File: src/rtl/ram_pair_reader_pkg.sv
// Shared definitions for the sorted RAM pair read-back engine.
//   state_e  : controller state encoding
//   SrcLow / SrcHigh : values carried on dout_src
package ram_pair_reader_pkg;

  typedef enum logic [2:0] {
    StIdle,
    StReadL,
    StReadH,
    StDrain,
    StDone
  } state_e;

  localparam logic SrcLow  = 1'b0;
  localparam logic SrcHigh = 1'b1;

endpackage

File: src/rtl/ram_pair_reader_rd_ptr_cnt.sv
// Read pointer for one RAM of the pair.
//   clk, reset : clock, synchronous active-high reset
//   clr        : force pointer to 0
//   en         : advance pointer (held once the last entry is reached)
//   limit      : latched entry count (1..2^addr_size while in use)
//   ptr        : current RAM address
//   last       : ptr addresses the final valid entry (ptr == limit-1)
module rd_ptr_cnt #(
  parameter int unsigned addr_size = 4
) (
  input  logic                 clk,
  input  logic                 reset,
  input  logic                 clr,
  input  logic                 en,
  input  logic [addr_size:0]   limit,
  output logic [addr_size-1:0] ptr,
  output logic                 last
);

  logic [addr_size-1:0] ptr_q, ptr_d;

  // Compare one bit wider than the pointer so a full RAM (limit = 2^addr_size)
  // ends at the top address instead of wrapping.
  assign last = (({1'b0, ptr_q} + {{addr_size{1'b0}}, 1'b1}) == limit);

  always_comb begin
    ptr_d = ptr_q;
    if (clr) begin
      ptr_d = '0;
    end else if (en && !last) begin
      ptr_d = ptr_q + 1'b1;
    end
  end

  always_ff @(posedge clk) begin
    if (reset) begin
      ptr_q <= '0;
    end else begin
      ptr_q <= ptr_d;
    end
  end

  assign ptr = ptr_q;

endmodule

File: src/rtl/ram_pair_reader.sv
// Streams the low RAM entries, then the high RAM entries, through a registered
// valid/ready output, each word tagged with its source RAM and address.
//   clk, reset          : clock, synchronous active-high reset
//   start               : begin a pass (sampled only in idle)
//   l_count, h_count    : valid entry counts, latched and clamped on start
//   l_addr/l_data       : low RAM read port (combinational read)
//   h_addr/h_data       : high RAM read port (combinational read)
//   dout, dout_src,
//   dout_addr           : streamed word, source RAM, source address
//   dout_valid/ready    : output handshake
//   busy                : pass in progress (registered view of the read/drain states)
//   done                : one-cycle pulse at pass completion (registered, so it
//                         appears the cycle after the done state)
module ram_pair_reader
  import ram_pair_reader_pkg::*;
#(
  parameter int unsigned addr_size = 4,
  parameter int unsigned word_size = 8
) (
  input  logic                 clk,
  input  logic                 reset,
  input  logic                 start,
  input  logic [addr_size:0]   l_count,
  input  logic [addr_size:0]   h_count,
  output logic [addr_size-1:0] l_addr,
  input  logic [word_size-1:0] l_data,
  output logic [addr_size-1:0] h_addr,
  input  logic [word_size-1:0] h_data,
  output logic [word_size-1:0] dout,
  output logic                 dout_src,
  output logic [addr_size-1:0] dout_addr,
  output logic                 dout_valid,
  input  logic                 dout_ready,
  output logic                 busy,
  output logic                 done
);

  localparam logic [addr_size:0] FullCount = {1'b1, {addr_size{1'b0}}};

  state_e state_q, state_d;

  logic [addr_size:0]   l_cnt_q, l_cnt_d, h_cnt_q, h_cnt_d;
  logic [addr_size:0]   l_clamp, h_clamp;
  logic [word_size-1:0] dout_q, dout_d;
  logic                 src_q, src_d;
  logic [addr_size-1:0] daddr_q, daddr_d;
  logic                 valid_q, valid_d;
  logic                 busy_q, busy_d, done_q, done_d;
  logic                 adv;
  logic                 l_clr, h_clr, l_en, h_en, l_last, h_last;

  // Output register is free, or is being emptied this cycle.
  assign adv = !valid_q || dout_ready;

  assign l_clamp = (l_count > FullCount) ? FullCount : l_count;
  assign h_clamp = (h_count > FullCount) ? FullCount : h_count;

  rd_ptr_cnt #(
    .addr_size(addr_size)
  ) u_l_ptr (
    .clk  (clk),
    .reset(reset),
    .clr  (l_clr),
    .en   (l_en),
    .limit(l_cnt_q),
    .ptr  (l_addr),
    .last (l_last)
  );

  rd_ptr_cnt #(
    .addr_size(addr_size)
  ) u_h_ptr (
    .clk  (clk),
    .reset(reset),
    .clr  (h_clr),
    .en   (h_en),
    .limit(h_cnt_q),
    .ptr  (h_addr),
    .last (h_last)
  );

  // State register.
  always_ff @(posedge clk) begin
    if (reset) begin
      state_q <= StIdle;
    end else begin
      state_q <= state_d;
    end
  end

  // Next state and datapath loads.
  always_comb begin
    state_d = state_q;
    l_cnt_d = l_cnt_q;
    h_cnt_d = h_cnt_q;
    dout_d  = dout_q;
    src_d   = src_q;
    daddr_d = daddr_q;
    valid_d = valid_q;
    l_clr   = 1'b0;
    h_clr   = 1'b0;
    l_en    = 1'b0;
    h_en    = 1'b0;
    unique case (state_q)
      StIdle: begin
        if (start) begin
          l_cnt_d = l_clamp;
          h_cnt_d = h_clamp;
          l_clr   = 1'b1;
          h_clr   = 1'b1;
          if (l_clamp != '0) begin
            state_d = StReadL;
          end else if (h_clamp != '0) begin
            state_d = StReadH;
          end else begin
            state_d = StDone;
          end
        end
      end
      StReadL: begin
        if (adv) begin
          dout_d  = l_data;
          src_d   = SrcLow;
          daddr_d = l_addr;
          valid_d = 1'b1;
          l_en    = 1'b1;
          if (l_last) begin
            state_d = (h_cnt_q != '0) ? StReadH : StDrain;
          end
        end
      end
      StReadH: begin
        if (adv) begin
          dout_d  = h_data;
          src_d   = SrcHigh;
          daddr_d = h_addr;
          valid_d = 1'b1;
          h_en    = 1'b1;
          if (h_last) begin
            state_d = StDrain;
          end
        end
      end
      StDrain: begin
        // Final word leaves; nothing follows it.
        if (adv) begin
          valid_d = 1'b0;
          state_d = StDone;
        end
      end
      StDone: begin
        state_d = StIdle;
      end
      default: begin
        state_d = StIdle;
      end
    endcase
  end

  // Status outputs decoded from the current state.
  always_comb begin
    busy_d = (state_q == StReadL) || (state_q == StReadH) || (state_q == StDrain);
    done_d = (state_q == StDone);
  end

  always_ff @(posedge clk) begin
    if (reset) begin
      l_cnt_q <= '0;
      h_cnt_q <= '0;
      dout_q  <= '0;
      src_q   <= SrcLow;
      daddr_q <= '0;
      valid_q <= 1'b0;
      busy_q  <= 1'b0;
      done_q  <= 1'b0;
    end else begin
      l_cnt_q <= l_cnt_d;
      h_cnt_q <= h_cnt_d;
      dout_q  <= dout_d;
      src_q   <= src_d;
      daddr_q <= daddr_d;
      valid_q <= valid_d;
      busy_q  <= busy_d;
      done_q  <= done_d;
    end
  end

  assign dout       = dout_q;
  assign dout_src   = src_q;
  assign dout_addr  = daddr_q;
  assign dout_valid = valid_q;
  assign busy       = busy_q;
  assign done       = done_q;

endmodule
File: config.mk
export PLATFORM = sky130hd
export DESIGN_NAME = ram_pair_reader
export DESIGN_NICKNAME = d
export VERILOG_FILES = /design/src/rtl/ram_pair_reader_pkg.sv /design/src/rtl/ram_pair_reader_rd_ptr_cnt.sv /design/src/rtl/ram_pair_reader.sv
export SDC_FILE = /design/constraint.sdc
export NUM_CORES = 1
export LEC_CHECK = 0
export ABC_AREA = 1
export BUFFER_PORTS_ARGS = -buffer_cell sky130_fd_sc_hd__buf_4
export CAP_MARGIN = 10
export CORE_ASPECT_RATIO = 0.6
export CORE_MARGIN = 2
export CORE_UTILIZATION = 50
export CTS_BUF_LIST = sky130_fd_sc_hd__clkbuf_8
export DETAILED_ROUTE_END_ITERATION = 8
export PLACE_DENSITY = 0.76
export SLEW_MARGIN = 20
export SYNTH_ARGS = -nofsm -noshare
export SYNTH_HDL_FRONTEND = slang
export SYNTH_HIERARCHICAL = 1
export SYNTH_SLANG_ARGS = --single-unit
export TNS_END_PERCENT = 50
File: constraint.sdc
create_clock -name clk -period 2.8 [get_ports clk]
set_input_delay 0.14 -clock clk [delete_from_list [all_inputs] [get_ports clk]]
set_output_delay 0.14 -clock clk [all_outputs]
set_load 0.02 [all_outputs]
* After elaboration in Yosys (flattened, before gate mapping)
Cells that the tools add are included. Widths: inputs -> output; s select.
Word-level totals: output and inout bits 24, flip-flop bits (word level) 37, bits of input ports 30, logic and storage cells 77
Operators by class: equal/unequal tests 13, magnitude comparators 2, mux-type cells 27, reduce and logical (&&, ||, !) cells 20, add/subtract/negate cells 4
Operators by type and width (count):
- $mux 3 | 8
- $mux 8 | 2
- $pmux 8 s2 | 1
- $reduce_bool 5->1 | 3
- $pmux 3 s4 | 1
- $add 4x1->5 const B | 2
- $eq 5x5->1 | 2
- $gt 5x5->1 const B | 2
- $mux 5 | 2
- $add 4x1->4 const B | 2
- $mux 1 | 8
- $mux 4 | 2
- $ne 2x2->1 const B | 4
- $pmux 4 s2 | 1
- $eq 3x2->1 const B | 2
- $ne 2x1->1 const B | 3
- $reduce_and 3->1 | 2
- $reduce_and 6->1 | 1
- $pmux 1 s2 | 2
- $reduce_bool 2->1 | 2
- $reduce_or 2->1 | 2
- $eq 3x1->1 const B | 1
- $eq 3x3->1 const B | 1
- $logic_not 1->1 | 3
- 4 further kinds | 7

* Logic depth before layout (Yosys ltp)
Gate-level depths: netlist of the first run.
depth after elaboration 7, gate-level depth with buffers 17, depth with buffers taken out 17

* Cells and area by module
Netlist of the first run, hierarchy kept.
By module, submodules not included:
- ram_pair_reader | instances 1, area each 1441.4 um^2, cells each 204
- rd_ptr_cnt | instances 2, area each 360.3 um^2, cells each 59

* Worst setup path before layout of the first run
OpenSTA, ideal clock, no wires.
path type flip-flop to flip-flop, start reg u_h_ptr.ptr_q[0] (netlist: u_h_ptr/ptr[0]), end reg state_q[1], stages on the path, launching flop included 15, path buffers 0, setup time 0.071 ns, setup slack 0.835 ns, data arrival time 1.894 ns, cells stage by stage dfxtp_1 ha_1 xnor2_1 nand3_1 nor2_2 nand2_4 inv_2 inv_1 nand2_1 nand2_1 nand2_1 nand2_1 nor2_2 nand2_1 a21oi_1
Between the ends: word-level cells in the longest chain between the ends 4
RTL lines:
- from (decl) | RTL line ram_pair_reader_rd_ptr_cnt.sv:20 | logic [addr_size-1:0] ptr_q, ptr_d;
- from (signal assigned) | RTL line ram_pair_reader_rd_ptr_cnt.sv:39 | ptr_q <= ptr_d;
- $add 4x1->5 | RTL line ram_pair_reader_rd_ptr_cnt.sv:24 | assign last = (({1'b0, ptr_q} + {{addr_size{1'b0}}, 1'b1}) == limit);
- $eq 5x5->1 | RTL line ram_pair_reader_rd_ptr_cnt.sv:24
- named net h_last | RTL line ram_pair_reader.sv:50 | logic l_clr, h_clr, l_en, h_en, l_last, h_last;
- $ne 2x1->1 (no line)
- $reduce_and 6->1 (no line)
- to (signal assigned) | RTL line ram_pair_reader.sv:85 | state_q <= StIdle;
- to (signal assigned) | RTL line ram_pair_reader.sv:87 | state_q <= state_d;
- to (decl) | RTL line ram_pair_reader.sv:40 | state_e state_q, state_d;
The timed path passes the listed nets, and every way through them passes these cells. A chain may end at the register's enable or synchronous reset.

* Final worst setup path of the first run
Same ends and word-level chain as after synthesis.

==> implementation parameters, run 1 <==
Parameter                              Value

Clock tree
  Post-CTS Hold Fix Bufs    0
  Number of CTS-inserted buffers    5
  Post-CTS sizing    0
  TritonCTS Sinks    37
  Post-CTS clock slew at the launch and capture registers of the worst setup and hold paths    0.07 ns
  Source-to-sink clock delay at the later pin of the worst-skew pair    0.29 ns
  Master cell of the clock root buffer    sky130_fd_sc_hd__clkbuf_8
  Post-CTS repair timing setup buffer count    0
  Count of H-tree levels built during CTS    2
  Buffers from clock root to sink, at most    2
  Clock tree from TritonCTS    done

Synthesis
  Yosys synthesis warning count    6
  Synth cell types    28
  Post-Synth Adder-Cell Area    1.16%
  Post-synthesis share of cell area spent on and, or, nand and nor gates    43.5%
  Post-synth design cell area    0.00216 mm2
  Most common flop cell mapped by yosys    sky130_fd_sc_hd__dfxtp_1
  Multiplexer share of the synthesized area    0%
  Cell count after synthesis    322
  Mapped Nets    354
  Portion of the post-synthesis area used by sequential elements    34.3%
  Fraction of synthesized cell area in xor and xnor cells    0.810%
  Combinational family with the most area after synthesis    simple AND/OR/NAND/NOR gates
  Compound-cell area share of the yosys netlist    9.38%
  Number of synthesized flops with an enable pin    0
  Number of storage elements in the synthesis netlist    37
  Async set-reset flop share out of synthesis    0%
  Syn_area_per_cell    6.71 um2

Place
  Number of placed cells counting well taps    422
  Hpwl dp    3780 um
  Routability cong.    0.872
  Area after detailed placement    0.00255 mm2
  Setup slack after placement    0.745 ns
  Number of buffers added on ports    53

Critical path
  Crit path required time    3.02 ns
  Number of logic stages on the critical path including buffering    17
  Maximum fanout encountered on the critical timing path    10
  Family of cells with the greatest summed delay on the critical path    simple AND/OR/NAND/NOR gates
  Startpoint type of the worst setup path    flip-flop
  Crit Path Class    reg -> reg
  Arrival @ worst endpoint    2.32 ns
  Critical path startpoint    u_h_ptr/ptr[0]
  Delay of the slowest cell on the worst path    0.52 ns
  Worst R2R Setup Slack    0.70 ns
  Critical-path top delay cell    sky130_fd_sc_hd__dfxtp_1
  Crit. End Element    flip-flop
  Cell breakdown of the critical path    ha_1 > inv_1 > nand2_2 > nand2_1 > nand2_1 > nand3_1 > nor2_2 > nand2_4 > inv_2 > inv_1 > nand2_1 > nand2_1 > nand2_1 > nand2_1 > nor2_2 > nand2_1 > a21oi_1
  Worst-case reg-to-reg path depth    17
  Worst path most repeated cell    sky130_fd_sc_hd__nand2_1
  Capture point of the worst reg-to-reg path    state_q[1]
  Number of buffer and inverter stages on the critical path    3
  Crit Reg-Reg Startpoint    u_h_ptr/ptr[0]

Pwr
  Static leakage power    1.24 nW
  Cell Pwr Density    995 mW/mm2
  Overall power of the completed layout    2.61 mW
  VDD IR max    0.776 mV

Routing
  Count of vias placed by the detailed router    2141
  Residual DRC count    0
  Final routed wirelength across all metal layers    5140 um
  First-iteration detailed-routing DRC count    163
  Average detailed-routed wire length per instance    11.9 um
  First-pass DRT Iterations    5
  Number of vias per cell    4.98
  Antenna viol nets, final    0

Cells and area
  Layout-stage area growth over the synthesis result    21.5%
  Proportion of layout cells with a drive suffix above 1    25.7%
  Final net count    401
  Final cell count without fillers    430
  Finished Cell Area    0.00263 mm2
  Post-layout util    63.8%
  Antenna diode count    0

Outcome
  Run status    finished clean

STA
  Finish-stage setup viols    0
  Top achievable clock speed    0.475 GHz
  Worst slew margin relative to its limit    60.8%
  Worst setup slack after layout    0.695 ns
  Final-layout worst hold slack    0.0904 ns
  Clock skew after layout    0.00417 ns
  Min cycle time layout    2.10 ns
  Max-slew violation count    0
  Final period utilization    75.2%
  Final setup TNS    0 ns
  Final hold violation count    0
  Slew at the pin closest to its max-slew limit    0.587 ns
  Unrepaired setup endpoints after global routing    false

Flow run
  Count of max-cap constraint violations    0

Hold path
  End of the worst hold path    h_cnt_q[0]
  Type of the worst min-delay path    in -> reg
  Number of instances on the worst hold path    3
  Launch instance of the worst min-delay path    h_count[0]

Global route
  Via count of the first global-routing pass    1789
  Number of antenna violations at the first check in global routing    0
  Aggregate global routing overflow    0
  Met2 GRT Util    31.8%
  Total Routing Usage GR    22.2%
  Met3 capacity usage during global routing    4.45%
  Global routing's busiest layer    met1
  Met1 demand-to-capacity share in global routing    33.1%
  Maximum number of pins on one net before global-route repair    20
  Global-route wire length before repair    8120 um

Floorplan
  Initial standard-cell utilization of the core    52.5%
  Full die area    0.00488 mm2
  Width of the die    88.9 um
  Num ports    54
  Std-Cell Rows    18
  Die outline height    54.9 um
  Core region area    0.00412 mm2
## where the power goes
| group | switching (mW) | internal, mW |
|---|---|---|
| Combinational | 0.855 | 0.532 |
| Sequential | 0.189 | 0.695 |
| Clock | 0.179 | 0.166 |
| Total | 1.22 | 1.39 |
## cells by family (layout without fill, tap and decap cells)
logic type | count (synthesis) | in the layout
xor gates and xnor gates | 2 | 2
adders and majority gates | 2 | 2
DFF | 37 | 37
and+or+nand+nor | 193 | 193
AOI/OAI and AO/OA | 36 | 36
buffers and inverters | 52 | 100
## cell type report
type                    instances  area, um2
clock inverters                 3       11.3
inverters                      39        149
repair buffers                 53        398
flip-flops and latches         37        741
fillers                       398       1490
multi-input cells             233       1180
well taps                      60       75.1
clock buffers                   5       68.8
## per-layer routing
metal	vias to the layer above	part of all wire [%]
met5	-	0
met4	0	1.1
met3	8	5.3
met2	48	42
met1	961	52
li1	1124	-
## Yosys cell counts, types with 4 or more instances
library cell	instances	share of area, %
sky130_fd_sc_hd__nand2_1	68	12
sky130_fd_sc_hd__nor2_1	47	8.2
sky130_fd_sc_hd__nand3_1	39	9.0
sky130_fd_sc_hd__dfxtp_1	37	34
sky130_fd_sc_hd__inv_1	29	5.0
sky130_fd_sc_hd__nor2_2	15	4.3
sky130_fd_sc_hd__a21oi_1	14	3.2
sky130_fd_sc_hd__o21ai_1	9	2.1
sky130_fd_sc_hd__a22oi_1	7	2.4
sky130_fd_sc_hd__inv_2	7	1.2
sky130_fd_sc_hd__nand2_4	6	3.1
sky130_fd_sc_hd__nand4_1	6	1.7
sky130_fd_sc_hd__buf_2	4	0.93
sky130_fd_sc_hd__o21ai_0	4	0.93
## layout by cell type (no fill, tap or decap), types with 7 or more instances in the layout
master,synthesis,final
sky130_fd_sc_hd__inv_2,7,7
sky130_fd_sc_hd__a21oi_1,14,14
sky130_fd_sc_hd__inv_1,29,32
sky130_fd_sc_hd__nand2_1,68,68
sky130_fd_sc_hd__nor2_1,47,47
sky130_fd_sc_hd__a22oi_1,7,7
sky130_fd_sc_hd__buf_4,3,53
sky130_fd_sc_hd__dfxtp_1,37,37
sky130_fd_sc_hd__o21ai_1,9,9
sky130_fd_sc_hd__nor2_2,15,15
sky130_fd_sc_hd__nand3_1,39,39
## flip-flops by register name, indices dropped and copies added, names as in the netlist
name and count:
h_cnt_q 5, dout_addr 4, l_cnt_q 5, dout_valid 1
u_l_ptr/ptr 4, dout 8, u_h_ptr/ptr 4, done 1
state_q 3, dout_src 1, busy 1
## how the worst max path moves through the flow
stage	end	slack [ns]
floorplan	state_q[1]	0.84
global placement	state_q[0]	0.85
detailed placement	state_q[1]	0.75
CTS	state_q[1]	0.71
global route	state_q[1]	0.47
finish	state_q[1]	0.70
## tightest hold or removal path: stages
cell and delay, ns:
sky130_fd_sc_hd__buf_4 0.08, sky130_fd_sc_hd__a22oi_1 0.05, sky130_fd_sc_hd__nor2_1 0.07
(Power assumes the default switching activity.)
==> run 2, diff against run 1 <==
PLACE_DENSITY = 0.79   (was 0.76)
clock period = 1.9 ns   (was 2.8 ns; I/O delays follow)
==> run 2 against run 1 <==
Against the previous run:
- sequential share of layout area is 0.87 points lower
- design area rose by 4.2%
- worst hold slack worse by 0.043 ns
- clock power grew 64%
- first-iteration DRC count up 36%
- critical path depth shrank 5
- critical endpoint unchanged
==> implementation parameters, run 2 (synthesis gave the netlist of run 1 again) <==
Parameter                              Value

Global route
  Maximum number of pins on one net before global-route repair    20 (unchanged)
  Global-route wire length before repair    8700 um (was 8120 um)
  Via count of the first global-routing pass    1829 (was 1789)
  Number of antenna violations at the first check in global routing    0 (unchanged)
  Total Routing Usage GR    24.2% (was 22.2%)
  Aggregate global routing overflow    0 (unchanged)

Floorplan
  Std-Cell Rows    18 (unchanged)
  Core region area    0.00412 mm2 (unchanged)
  Die outline height    54.9 um (unchanged)
  Full die area    0.00488 mm2 (unchanged)
  Initial standard-cell utilization of the core    52.5% (unchanged)
  Width of the die    88.9 um (unchanged)
  Num ports    54 (unchanged)

Pwr
  Part of the total power dissipated in the clock network    13.9% (was 13.2%)
  Cell Pwr Density    1480 mW/mm2 (was 995 mW/mm2)
  Flop pwr share    31.0% (was 33.8%)
  Part of the total power dissipated in combinational logic    55.1% (was 53.0%)
  Switching part of the total power    46.3% (was 46.8%)
  Cell internal pwr    2.18 mW (was 1.39 mW)
  VDD IR max    0.941 mV (was 0.776 mV)
  Static leakage power    1.29 nW (was 1.24 nW)
  Psw    1.88 mW (was 1.22 mW)

STA
  Min cycle time layout    1.71 ns (was 2.10 ns)
  Final period utilization    89.9% (was 75.2%)
  Max-slew violation count    0 (unchanged)
  Slew at the pin closest to its max-slew limit    0.615 ns (was 0.587 ns)
  Worst slew margin relative to its limit    58.8% (was 60.8%)
  Final hold violation count    0 (unchanged)
  Worst setup slack after layout    0.191 ns (was 0.695 ns)
  Clock skew after layout    0.00564 ns (was 0.00417 ns)
  Finish-stage setup viols    0 (unchanged)
  Top achievable clock speed    0.585 GHz (was 0.475 GHz)

Hold path
  Type of the worst min-delay path    in -> reg (unchanged)

Routing
  Antenna viol nets, final    0 (unchanged)
  First-iteration detailed-routing DRC count    222 (was 163)
  Average detailed-routed wire length per instance    12.7 um (was 11.9 um)
  Final routed wirelength across all metal layers    5570 um (was 5140 um)
  Count of vias placed by the detailed router    2229 (was 2141)
  Residual DRC count    0 (unchanged)
  Number of vias per cell    5.08 (was 4.98)
  First-pass DRT Iterations    4 (was 5)

Cells and area
  Fill cell total of the finished layout    368 (was 398)
  Flip-flop count of the largest register, all copies and words added    8 (unchanged)
  Leading cell type in the layout, fill and taps excluded    sky130_fd_sc_hd__nand2_1 (unchanged)
  Post-layout util    66.5% (was 63.8%)
  Layout-stage area growth over the synthesis result    26.7% (was 21.5%)
  Proportion of layout cells with a drive suffix above 1    30.3% (was 25.7%)
  Antenna diode count    0 (unchanged)
  Final cell count without fillers    439 (was 430)
  Final net count    411 (was 401)
  Most frequent cells in the layout    66 x sky130_fd_sc_hd__nand2_1, 63 x sky130_fd_sc_hd__buf_4, 46 x sky130_fd_sc_hd__nor2_1 (was 68 x sky130_fd_sc_hd__nand2_1, 53 x sky130_fd_sc_hd__buf_4, 47 x sky130_fd_sc_hd__nor2_1)

Critical path
  Delay of the slowest cell on the worst path    0.34 ns (was 0.52 ns)
  Maximum fanout encountered on the critical timing path    6 (was 10)
  Crit. End Element    flip-flop (unchanged)
  Crit Path Class    reg -> reg (unchanged)
  Cell breakdown of the critical path    ha_2 > xnor2_1 > nand3_1 > nor2_2 > nand2_4 > inv_2 > nand2_1 > nand2_2 > inv_1 > nor2_2 > nand2_1 > a21oi_1 (was ha_1 > inv_1 > nand2_2 > nand2_1 > nand2_1 > nand3_1 > nor2_2 > nand2_4 > inv_2 > inv_1 > nand2_1 > nand2_1 > nand2_1 > nand2_1 > nor2_2 > nand2_1 > a21oi_1)
  Arrival @ worst endpoint    1.94 ns (was 2.32 ns)
  Startpoint type of the worst setup path    flip-flop (unchanged)
  Critical-path top delay cell    sky130_fd_sc_hd__dfxtp_1 (unchanged)
  Crit path required time    2.13 ns (was 3.02 ns)

Outcome
  Run status    finished clean (unchanged)

Flow run
  Count of max-cap constraint violations    0 (unchanged)

Place
  Routability cong.    0.915 (was 0.872)
  Number of buffers added on ports    53 (unchanged)
  Number of placed cells counting well taps    428 (was 422)
  Setup slack after placement    0.102 ns (was 0.745 ns)
  Hpwl dp    3990 um (was 3780 um)

Clock tree
  Count of H-tree levels built during CTS    2 (unchanged)
  TritonCTS Sinks    37 (unchanged)
  Number of CTS-inserted buffers    5 (unchanged)
  Post-CTS Hold Fix Bufs    0 (unchanged)
  Buffers from clock root to sink, at most    2 (unchanged)
  Post-CTS clock slew at the launch and capture registers of the worst setup and hold paths    0.07 ns (about the same)
  Clock tree from TritonCTS    done (unchanged)
  Master cell of the clock root buffer    sky130_fd_sc_hd__clkbuf_8 (unchanged)
  Source-to-sink clock delay at the later pin of the worst-skew pair    0.30 ns (was 0.29 ns)
## run 2: changes by cell type in the layout (fill, tap and decap cells not counted), moves of 2 or more
cell | previous run | this run
sky130_fd_sc_hd__inv_1 | 32 | 30
sky130_fd_sc_hd__nand2_1 | 68 | 66
sky130_fd_sc_hd__buf_4 | 53 | 63
sky130_fd_sc_hd__ha_1 | 2 | 0
sky130_fd_sc_hd__dfxtp_2 | 0 | 3
sky130_fd_sc_hd__dfxtp_1 | 37 | 33
sky130_fd_sc_hd__nand2_2 | 3 | 5
## run 2: worst max-delay path: cells and delay by family, from the launching register on
kind / cells / cell delay (ns)
AOI/OAI and AO/OA: 1 / 0.12
DFF: 1 / 0.34
xor gates and xnor gates: 1 / 0.15
and+or+nand+nor: 7 / 0.65
buffers and inverters: 2 / 0.10
adders and majority gates: 1 / 0.29
## run 2: final timing paths
check | startpoint | end | slack, ns | cells past startpoint
min reg2reg | dout[5] | dout[5] | 0.49 | 2
max reg2reg | u_l_ptr/ptr[1] | state_q[1] | 0.19 | 12
max | u_l_ptr/ptr[1] | state_q[1] | 0.19 | 12
min | l_count[3] | l_cnt_q[3] | 0.05 | 3
## run 2: per-layer routing
metal  global-route usage (%)  up-vias  part of all wire, %
met4                     9.09        0                  1.4
met3                     6.08        8                  5.8
li1                         -     1141                    -
met2                     32.2       61                   41
met1                     36.7     1019                   52
met5                        0        -                    0
## run 2: repair_timing
action / 4_1_cts / 5_1_grt
gates resized for setup: 0 / 9
buffers inserted: 0 / 4
setup endpoints to repair: 0 / 3
## run 2: power groups by stage
stage	clock, mW	combinational [mW]	sequential (mW)
finish	0.566	2.23	1.26
global route	0.591	2.50	1.28
CTS	0.569	2.16	1.25
detailed placement	0	2.16	1.26
global placement	0	2.11	1.26
floorplan	0	1.37	1.47
## run 2: through the flow
stage,setup TNS [ns],hold slack [ns],total power [mW],cell area (um2)
floorplan,0,0.230,2.84,2160
global placement,0,0.340,3.37,2590
detailed placement,0,0.350,3.42,2590
CTS,0,0.0429,3.98,2680
global route,-0.00915,0.0648,4.37,2740
finish,0,0.0470,4.05,2740
## run 2: final cells by class
type | count | area [um2] | share of cell area (%)
tap | 60 | 75.1 | 2.74
timing repair buffer | 63 | 473 | 17.3
clock buffer | 6 | 82.6 | 3.02
sequential | 37 | 748 | 27.3
multi-input combinational | 233 | 1210 | 44.1
inverter | 39 | 149 | 5.44
clock inverter | 1 | 3.75 | 0.137
==> run 3, diff against run 2 <==
CORE_ASPECT_RATIO = default   (was 0.6)
GPL_TIMING_DRIVEN = 0   (was default)
==> run 3 against run 2 <==
Against the previous run:
- total power rose by 8.0%
- sequential share of layout area down 1.3 points
- non-clock buffer count rose by 17
- critical path type unchanged
- combinational power is 9% higher
- critical endpoint unchanged
- sequential power barely moved
- global-route usage shrank 2.8 points
- wire length fell by 0.25%
==> implementation parameters, run 3 (synthesis gave the netlist of run 1 again) <==
Parameter                              Value

Pwr
  Cell Pwr Density    1500 mW/mm2 (was 1480 mW/mm2)
  VDD IR max    0.607 mV (was 0.941 mV)
  Psw    1.90 mW (was 1.88 mW)
  Part of the total power dissipated in combinational logic    55.4% (was 55.1%)
  Flop pwr share    28.5% (was 31.0%)
  Cell internal pwr    2.48 mW (was 2.18 mW)
  Switching part of the total power    43.3% (was 46.3%)
  Overall power of the completed layout    4.38 mW (was 4.05 mW)
  Part of the total power dissipated in the clock network    16.1% (was 13.9%)
  Static leakage power    1.38 nW (was 1.29 nW)

Routing
  Antenna viol nets, final    0 (unchanged)
  Final routed wirelength across all metal layers    5550 um (was 5570 um)
  First-pass DRT Iterations    6 (was 4)
  First-iteration detailed-routing DRC count    129 (was 222)
  Number of vias per cell    5.07 (was 5.08)
  Residual DRC count    0 (unchanged)
  Count of vias placed by the detailed router    2268 (was 2229)
  Average detailed-routed wire length per instance    12.4 um (was 12.7 um)

Cells and area
  Final cell count without fillers    447 (was 439)
  Proportion of layout cells with a drive suffix above 1    33.5% (was 30.3%)
  Leading cell type in the layout, fill and taps excluded    sky130_fd_sc_hd__buf_4 (was sky130_fd_sc_hd__nand2_1)
  Fill cell total of the finished layout    350 (was 368)
  Final net count    428 (was 411)
  Finished Cell Area    0.00291 mm2 (was 0.00274 mm2)
  Antenna diode count    0 (unchanged)
  Post-layout util    71.2% (was 66.5%)
  Flip-flop count of the largest register, all copies and words added    8 (unchanged)
  Most frequent cells in the layout    69 x sky130_fd_sc_hd__buf_4, 66 x sky130_fd_sc_hd__nand2_1, 47 x sky130_fd_sc_hd__nor2_1 (was 66 x sky130_fd_sc_hd__nand2_1, 63 x sky130_fd_sc_hd__buf_4, 46 x sky130_fd_sc_hd__nor2_1)
  Layout-stage area growth over the synthesis result    34.6% (was 26.7%)

Global route
  Total Routing Usage GR    21.4% (was 24.2%)
  Global-route wire length before repair    8540 um (was 8700 um)
  Aggregate global routing overflow    0 (unchanged)
  Number of antenna violations at the first check in global routing    0 (unchanged)
  Maximum number of pins on one net before global-route repair    12 (was 20)
  Via count of the first global-routing pass    1935 (was 1829)

Clock tree
  TritonCTS Sinks    37 (unchanged)
  Number of CTS-inserted buffers    5 (unchanged)
  Source-to-sink clock delay at the later pin of the worst-skew pair    0.29 ns (was 0.30 ns)
  Post-CTS clock slew at the launch and capture registers of the worst setup and hold paths    0.07 ns (about the same)
  Post-CTS Hold Fix Bufs    0 (unchanged)
  Clock tree from TritonCTS    done (unchanged)
  Master cell of the clock root buffer    sky130_fd_sc_hd__clkbuf_8 (unchanged)
  Count of H-tree levels built during CTS    2 (unchanged)
  Buffers from clock root to sink, at most    2 (unchanged)

Floorplan
  Full die area    0.00487 mm2 (was 0.00488 mm2)
  Num ports    54 (unchanged)
  Initial standard-cell utilization of the core    52.9% (was 52.5%)
  Std-Cell Rows    23 (was 18)
  Core region area    0.00409 mm2 (was 0.00412 mm2)
  Die outline height    69.8 um (was 54.9 um)
  Width of the die    69.8 um (was 88.9 um)

STA
  Top achievable clock speed    0.539 GHz (was 0.585 GHz)
  Clock skew after layout    0.00361 ns (was 0.00564 ns)
  Final period utilization    97.6% (was 89.9%)
  Final-layout worst hold slack    0.0473 ns (was 0.0470 ns)
  Slew at the pin closest to its max-slew limit    0.530 ns (was 0.615 ns)
  Max-slew violation count    0 (unchanged)
  Worst slew margin relative to its limit    64.7% (was 58.8%)
  Final hold violation count    0 (unchanged)
  Min cycle time layout    1.85 ns (was 1.71 ns)
  Finish-stage setup viols    0 (unchanged)

Place
  Area after detailed placement    0.00263 mm2 (was 0.00259 mm2)
  Hpwl dp    3690 um (was 3990 um)
  Number of buffers added on ports    53 (unchanged)
  Routability cong.    0.847 (was 0.915)
  Number of placed cells counting well taps    425 (was 428)

Critical path
  Crit Reg-Reg Startpoint    u_h_ptr/ptr[1] (was u_l_ptr/ptr[1])
  Cell breakdown of the critical path    ha_4 > xnor2_2 > nand3_1 > nor2_2 > nand2_4 > inv_2 > inv_1 > nand2_1 > nand2_1 > nand2_2 > nand2_2 > nor2_2 > nand2_1 > a21oi_2 (was ha_2 > xnor2_1 > nand3_1 > nor2_2 > nand2_4 > inv_2 > nand2_1 > nand2_2 > inv_1 > nor2_2 > nand2_1 > a21oi_1)
  Capture point of the worst reg-to-reg path    state_q[1] (unchanged)
  Crit Path Class    reg -> reg (unchanged)
  Startpoint type of the worst setup path    flip-flop (unchanged)
  Worst-case reg-to-reg path depth    14 (was 12)
  Crit path required time    2.12 ns (was 2.13 ns)
  Maximum fanout encountered on the critical timing path    4 (was 6)
  Worst path most repeated cell    sky130_fd_sc_hd__nand2_1
  Delay of the slowest cell on the worst path    0.37 ns (was 0.34 ns)
  Crit. End Element    flip-flop (unchanged)
  Worst R2R Setup Slack    0.05 ns (was 0.19 ns)
  Arrival @ worst endpoint    2.08 ns (was 1.94 ns)
  Critical-path top delay cell    sky130_fd_sc_hd__dfxtp_4 (was sky130_fd_sc_hd__dfxtp_1)
  Number of buffer and inverter stages on the critical path    2 (unchanged)
  Family of cells with the greatest summed delay on the critical path    simple AND/OR/NAND/NOR gates (unchanged)

Flow run
  Count of max-cap constraint violations    0 (unchanged)

Hold path
  Number of instances on the worst hold path    3 (unchanged)
  Type of the worst min-delay path    in -> reg (unchanged)
  End of the worst hold path    l_cnt_q[2] (was l_cnt_q[3])
  Launch instance of the worst min-delay path    l_count[2] (was l_count[3])

Outcome
  Run status    finished clean (unchanged)
run 3: cell types whose count changed in the layout (fill, tap and decap cells not counted), sizes merged:
cell	previous run	this run
buf	63	77
bufinv	0	1
clkbuf	6	9
run 3: stage by stage:
step / setup slack, ns / TNS (ns)
after detailed placement: -0.0964 / -0.140
after floorplan: 0.0599 / 0
after CTS: 0.0245 / 0
after global routing: -0.0640 / -0.0847
after global placement: -0.0371 / -0.0532
final: 0.0464 / 0
run 3: repair_timing:
| item | 4_1_cts | 5_1_grt |
|---|---|---|
| setup buffers | 1 | 13 |
| setup endpoints to repair | 3 | 3 |
| gates resized for setup | 6 | 11 |
| pin swaps | 1 | 9 |
run 3: power by group through the flow:
stage	registers, mW	clock network [mW]	logic (mW)
after global routing	1.28	0.751	2.67
after CTS	1.25	0.713	2.23
after floorplan	1.47	0	1.37
final	1.25	0.703	2.43
after global placement	1.26	0	2.16
after detailed placement	1.27	0	2.19
run 3: area by class of cell:
type | count | area [um2] | area share (%)
Multi-Input combinational cell | 233 | 1230 | 42.3
Sequential cell | 37 | 757 | 26.0
Timing Repair Buffer | 67 | 507 | 17.4
Inverter | 39 | 149 | 5.12
Buffer | 13 | 87.6 | 3.01
Clock buffer | 6 | 82.6 | 2.84
Tap cell | 50 | 62.6 | 2.15
Clock inverter | 2 | 33.8 | 1.16
run 3: tightest hold or removal path: stages:
cell	delay (ns)
sky130_fd_sc_hd__buf_4	0.08
sky130_fd_sc_hd__a22oi_1	0.05
sky130_fd_sc_hd__nor2_1	0.07
run 3: worst max-delay path by stage:
stage / from / end / slack, ns / cells past startpoint
global placement: u_l_ptr/ptr[0] / state_q[1] / -0.04 / 12
floorplan: u_l_ptr/ptr[0] / state_q[1] / 0.06 / 12
finish: u_h_ptr/ptr[1] / state_q[1] / 0.05 / 14
global route: u_h_ptr/ptr[1] / state_q[1] / -0.06 / 14
detailed placement: u_h_ptr/ptr[0] / state_q[1] / -0.1 / 17
CTS: u_h_ptr/ptr[1] / state_q[1] / 0.02 / 17
run 3: layer usage:
metal / wire length, um / global-route usage [%] / up-vias
li1: - / - / 1180
met1: 2430 / 27.5 / 1009
met2: 2720 / 34.9 / 71
met3: 326 / 5.67 / 8
met4: 77 / 6.62 / 0
met5: 0 / 0 / -
